**config.mk**
```make
export PLATFORM = sky130hd
export DESIGN_NAME = spi_master
export DESIGN_NICKNAME = d
export VERILOG_FILES = /design/src/rtl/spi_master.sv
export SDC_FILE = /design/constraint.sdc
export NUM_CORES = 1
export LEC_CHECK = 0
export BUFFER_PORTS_ARGS = -buffer_cell sky130_fd_sc_hd__buf_2
export CORE_MARGIN = 2
export CORE_UTILIZATION = 42
export DETAILED_ROUTE_END_ITERATION = 6
export HOLD_SLACK_MARGIN = 0.03
export PLACE_DENSITY_LB_ADDON = 0.1
export SYNTH_ARGS = -nofsm -noshare
export SYNTH_HDL_FRONTEND = slang
export SYNTH_SLANG_ARGS = --single-unit
```
**constraint.sdc**
```tcl
create_clock -name clk -period 5.2 [get_ports clk]
set_input_delay 0.52 -clock clk [delete_from_list [all_inputs] [get_ports clk]]
set_output_delay 0.52 -clock clk [all_outputs]
set_load 0.05 [all_outputs]
```
**src/rtl/spi_master.sv**
```systemverilog
// rtl/spi_master.sv - SPI mode-0 initiator issuing one 16-bit address/rw/data frame per request
//
// Purpose:
//   Drives a single 16-bit mode-0 SPI frame against the SPI memory responder.
//   Frame layout on mosi, MSB first: {addr[6:0], rw, data[7:0]}.
//   For reads the data field is sent as zeros. The byte returned on miso
//   during the last eight bit slots is captured and presented on rdData.
//   sclk and cs are generated internally from clk.
//
// Parameters:
//   HALF_PERIOD - clk cycles per sclk half-period (>= 1)
//
// Ports:
//   clk     in   system clock, all state updates on the rising edge
//   reset   in   synchronous active-high reset
//   start   in   transaction request, accepted only while busy=0
//   rw      in   1 = read, 0 = write, sampled at acceptance
//   addr    in   7-bit memory address, sampled at acceptance
//   wrData  in   write data, sampled at acceptance, ignored for reads
//   busy    out  high from acceptance until the done cycle
//   done    out  one-cycle completion pulse
//   rdData  out  byte captured by the last completed read
//   sclk    out  SPI clock, idles low
//   cs      out  active-low chip select, idles high
//   mosi    out  serial data to the responder
//   miso    in   serial data from the responder

module spi_master #(
    parameter int HALF_PERIOD = 2
) (
    input  logic       clk,
    input  logic       reset,
    input  logic       start,
    input  logic       rw,
    input  logic [6:0] addr,
    input  logic [7:0] wrData,
    output logic       busy,
    output logic       done,
    output logic [7:0] rdData,
    output logic       sclk,
    output logic       cs,
    output logic       mosi,
    input  logic       miso
);

    localparam int CW = (HALF_PERIOD > 1) ? $clog2(HALF_PERIOD) : 1;

    typedef enum logic [2:0] {
        IDLE,
        LEAD,
        SHIFT_LOW,
        SHIFT_HIGH,
        HOLD
    } state_t;

    state_t        state;
    logic [CW-1:0] cnt;        // cycles spent in the current half-period
    logic [3:0]    bit_idx;    // frame bit being transferred, 0 = frame[15]
    logic [15:0]   frame;      // outgoing frame, shifted left after each bit
    logic [7:0]    rx;         // miso capture register, MSB first
    logic          is_read;
    logic          phase_end;

    // Every timed phase (lead, low, high, hold) lasts exactly HALF_PERIOD cycles.
    assign phase_end = (cnt == CW'(HALF_PERIOD - 1));

    always_ff @(posedge clk) begin
        if (reset) begin
            state   <= IDLE;
            cnt     <= '0;
            bit_idx <= '0;
            frame   <= '0;
            rx      <= '0;
            is_read <= 1'b0;
            busy    <= 1'b0;
            done    <= 1'b0;
            rdData  <= '0;
            sclk    <= 1'b0;
            cs      <= 1'b1;
            mosi    <= 1'b0;
        end else begin
            done <= 1'b0;
            case (state)
                IDLE: begin
                    if (start) begin
                        frame   <= {addr, rw, (rw ? 8'h00 : wrData)};
                        is_read <= rw;
                        mosi    <= addr[6];
                        busy    <= 1'b1;
                        cs      <= 1'b0;
                        sclk    <= 1'b0;
                        cnt     <= '0;
                        bit_idx <= '0;
                        state   <= LEAD;
                    end
                end

                // LEAD plus the first SHIFT_LOW give the responder a full
                // sclk period of setup on bit 15 after cs falls.
                LEAD: begin
                    if (phase_end) begin
                        cnt   <= '0;
                        state <= SHIFT_LOW;
                    end else begin
                        cnt <= cnt + 1'b1;
                    end
                end

                SHIFT_LOW: begin
                    if (phase_end) begin
                        cnt   <= '0;
                        sclk  <= 1'b1;
                        state <= SHIFT_HIGH;
                        // Only the data half of the frame carries read data.
                        if (bit_idx[3]) begin
                            rx <= {rx[6:0], miso};
                        end
                    end else begin
                        cnt <= cnt + 1'b1;
                    end
                end

                SHIFT_HIGH: begin
                    if (phase_end) begin
                        cnt  <= '0;
                        sclk <= 1'b0;
                        if (bit_idx == 4'd15) begin
                            mosi  <= 1'b0;
                            state <= HOLD;
                        end else begin
                            // mosi changes only on the falling edge so it is
                            // stable across the whole high phase.
                            bit_idx <= bit_idx + 1'b1;
                            frame   <= {frame[14:0], 1'b0};
                            mosi    <= frame[14];
                            state   <= SHIFT_LOW;
                        end
                    end else begin
                        cnt <= cnt + 1'b1;
                    end
                end

                HOLD: begin
                    if (phase_end) begin
                        cnt   <= '0;
                        cs    <= 1'b1;
                        busy  <= 1'b0;
                        done  <= 1'b1;
                        state <= IDLE;
                        if (is_read) begin
                            rdData <= rx;
                        end
                    end else begin
                        cnt <= cnt + 1'b1;
                    end
                end

                default: begin
                    state <= IDLE;
                end
            endcase
        end
    end

endmodule
```
==> results_dict.tcl <==
set metrics [dict create \
    hold_buffers 0 \
    grt_start_max_net_pins 46 \
    synthAdderAreaFrac 0.00618 \
    antenna_cells 0 \
    synth_top_family_by_area "simple AND/OR/NAND/NOR gates" \
    slew_violations 0 \
    cp_max_fo 33 \
    stdcell_area_mm2 0.00226 \
    power.density_mw_per_mm2 310 \
    path_class "reg -> reg" \
    async_reset_ff_frac 0 \
    p_sw_frac 0.275 \
    final-setup-viol-count 0 \
    dp_hpwl_um 2390 \
    cts_buffer_depth 2 \
    cts_tree "done" \
    total_power_uw 700 \
    cts_buffers 5 \
    fin_crit_ns 2.08 \
    vias 1564 \
    crit_chain "or3b_1, a221oi_4, buf_4, nor2_1, a311oi_2" \
    post_drt_wl_per_cell_um 12.7 \
    synth_xor_area_frac 0 \
    drt_pre_antenna_iters 5 \
    finClkSkew_ns 0.00869 \
    cp.required_ns 5.41 \
    initial_core_util 0.431 \
    placementRows 25 \
    worstPathArrival_ns 2.30 \
    outcome "complete, no violations" \
    portBuffers 32 \
    p_int_uw 507 \
    routed_wl_um 3820 \
    fin_crit_sh 0.401 \
    dieHeight_um 73.4 \
    p_sw_uw 192 \
    syn_inst 224 \
    gr-usage-all-layers 0.151 \
    slew_headroom 0.371 \
    rsz0062_at_grt "no" \
    cts_num_sinks 45 \
    peakVddDrop_uv 140 \
    p_seq_frac 0.541 \
    synth-seq-cells 45 \
    grt_pass1_vias 1299 \
    worst_path_max_delay_cell "or3b_1" \
    worst_setup_path_start_kind "flip-flop" \
    timing.final.ws_setup_ns 3.12 \
    syn2layout_area_growth_pct 11.6 \
    ant_nets 0 \
    cts.reportedPaths.clkPinSlew_ns 0.09 \
    max_freq_mhz 480 \
    hold_viol_final 0 \
    worst_slew_pin_slew_ns 0.944 \
    synth.yosys.seq_area_share 0.445 \
    viasPerCell 5.21 \
    fp.dieW_um 73.4 \
    grt.overflow.total 0 \
    drive_above_1_share 0.224 \
    syn_area_mm2 0.00202 \
    nets 266 \
    cts_resized 0 \
    htreeDepth 2 \
    cpPeakStageDelay_ns 0.56 \
    synth_edf_count 0 \
    synth_compound_area_frac 0.188 \
    dp_slack_ns 3.01 \
    root_buffer "clkbuf_8" \
    maxCapViolCount 0 \
    worst_setup_path_end_kind "flip-flop" \
    min_path_type "in -> reg" \
    synth-simple-area-share 0.220 \
    yosysWarnings 0 \
    drt-initial-drc-count 110 \
    synth_ff_type "dfxtp_1" \
    antenna_found_initial 0 \
    gp_congestion 0.689 \
    synth.distinct_cells 34 \
    core_area_mm2 0.00469 \
    clkPwrFrac 0.321 \
    synth_mux_area_frac 0.0890 \
    synth_fp_nets 245 \
    cts_setup_buffers 0 \
    comb_power_share 0.138 \
    worstSkewPairLatency_ns 0.30 \
    ios 33 \
    placed_cell_area_mm2 0.00216 \
    grt_pass1_wl_um 6290 \
    final_common_cell "dfxtp_1" \
    p_leak_nw 0.991 \
    dieArea_mm2 0.00539 \
    drc 0 \
    layout_common_cells "dfxtp_1, nor2_1, buf_2, nand2_1, a21oi_1" \
    syn_area_per_cell_um2 9.04 \
    finalSetupTns_ns 0 \
]
-- cells by family after synthesis --
family                     Yosys count
and+or+nand+nor                     95
DFF                                 45
AOI/OAI and AO/OA                   44
buffers and inverters               21
muxes                               18
adders and majority gates            1
-- worst paths after layout --
| kind | start | end | slack, ns | cells past startpoint |
|---|---|---|---|---|
| worst min register to register | frame[7]$_SDFFE_PP0P_ | frame[8]$_SDFFE_PP0P_ | 0.48 | 2 |
| worst max-delay path | state[0]$_SDFFE_PP0P_ | frame[12]$_SDFFE_PP0P_ | 3.12 | 5 |
| worst min-delay path | miso | rx[0]$_SDFFE_PP0P_ | 0.45 | 3 |
| worst max register to register | state[0]$_SDFFE_PP0P_ | frame[12]$_SDFFE_PP0P_ | 3.12 | 5 |
-- Yosys cell counts, types with 2 or more instances --
cell / n / area, µm²
buf_1: 3 / 11.3
inv_1: 2 / 7.51
nand4_1: 3 / 18.8
dfxtp_1: 45 / 901
nand3b_1: 2 / 15.0
nand3_1: 5 / 25.0
clkbuf_1: 7 / 26.3
mux2i_1: 18 / 180
nand2b_1: 3 / 18.8
a21oi_1: 20 / 100
a211oi_2: 7 / 87.6
a311oi_2: 6 / 90.1
o21ai_0: 2 / 10.0
nor3b_1: 7 / 52.6
nor2_1: 42 / 158
buf_6: 2 / 22.5
nor3_1: 4 / 20.0
buf_2: 6 / 30.0
a311oi_1: 3 / 26.3
nand2_1: 23 / 86.3
-- layout make-up --
cell class                 count  area [µm²]
multi-input combinational    158        1020
clock buffer                   6        82.6
tap                           54        67.6
fill                         481        2430
timing repair buffer          33         168
clock inverter                 2        13.8
inverter                       2        7.51
sequential                    45         901
-- worst max-delay path: cells and delay by family, from the launching register on --
| kind | cells | cell delay (ns) |
|---|---|---|
| AO/OA/AOI/OAI | 2 | 0.50 |
| buffers and inverters | 1 | 0.39 |
| flip-flops | 1 | 0.44 |
| AND/OR/NAND/NOR | 2 | 0.65 |
-- registers in the layout (all words and copies together) (netlist names) --
name / count
sclk: 1
rdData: 8
cs: 1
is_read: 1
bit_idx: 4
frame: 15
done: 1
state: 3
busy: 1
cnt: 1
rx: 8
mosi: 1
-- routing by layer --
layer | up-vias | wire length (µm) | track usage
li1 | 826 | - | -
met1 | 704 | 1950 | 0.214
met2 | 30 | 1640 | 0.212
met3 | 4 | 184 | 0.0508
met4 | 0 | 44 | 0.0545
met5 | - | 0 | 0
-- through the flow --
stage                util  cells  hold slack (ns)
floorplan               -    224            0.447
global placement    0.461    292            0.460
detailed placement  0.461    292            0.472
CTS                 0.481    300            0.442
global route        0.481    300            0.484
finish              0.481    300            0.452
-- power groups by stage --
stage | clock network, mW | logic, mW | registers [mW]
finish | 0.224 | 0.0966 | 0.379
global route | 0.250 | 0.108 | 0.382
CTS | 0.235 | 0.0978 | 0.379
detailed placement | 0 | 0.0983 | 0.387
global placement | 0 | 0.0966 | 0.387
floorplan | 0 | 0.0764 | 0.391
No activity file was read; power rests on OpenSTA's default activity.
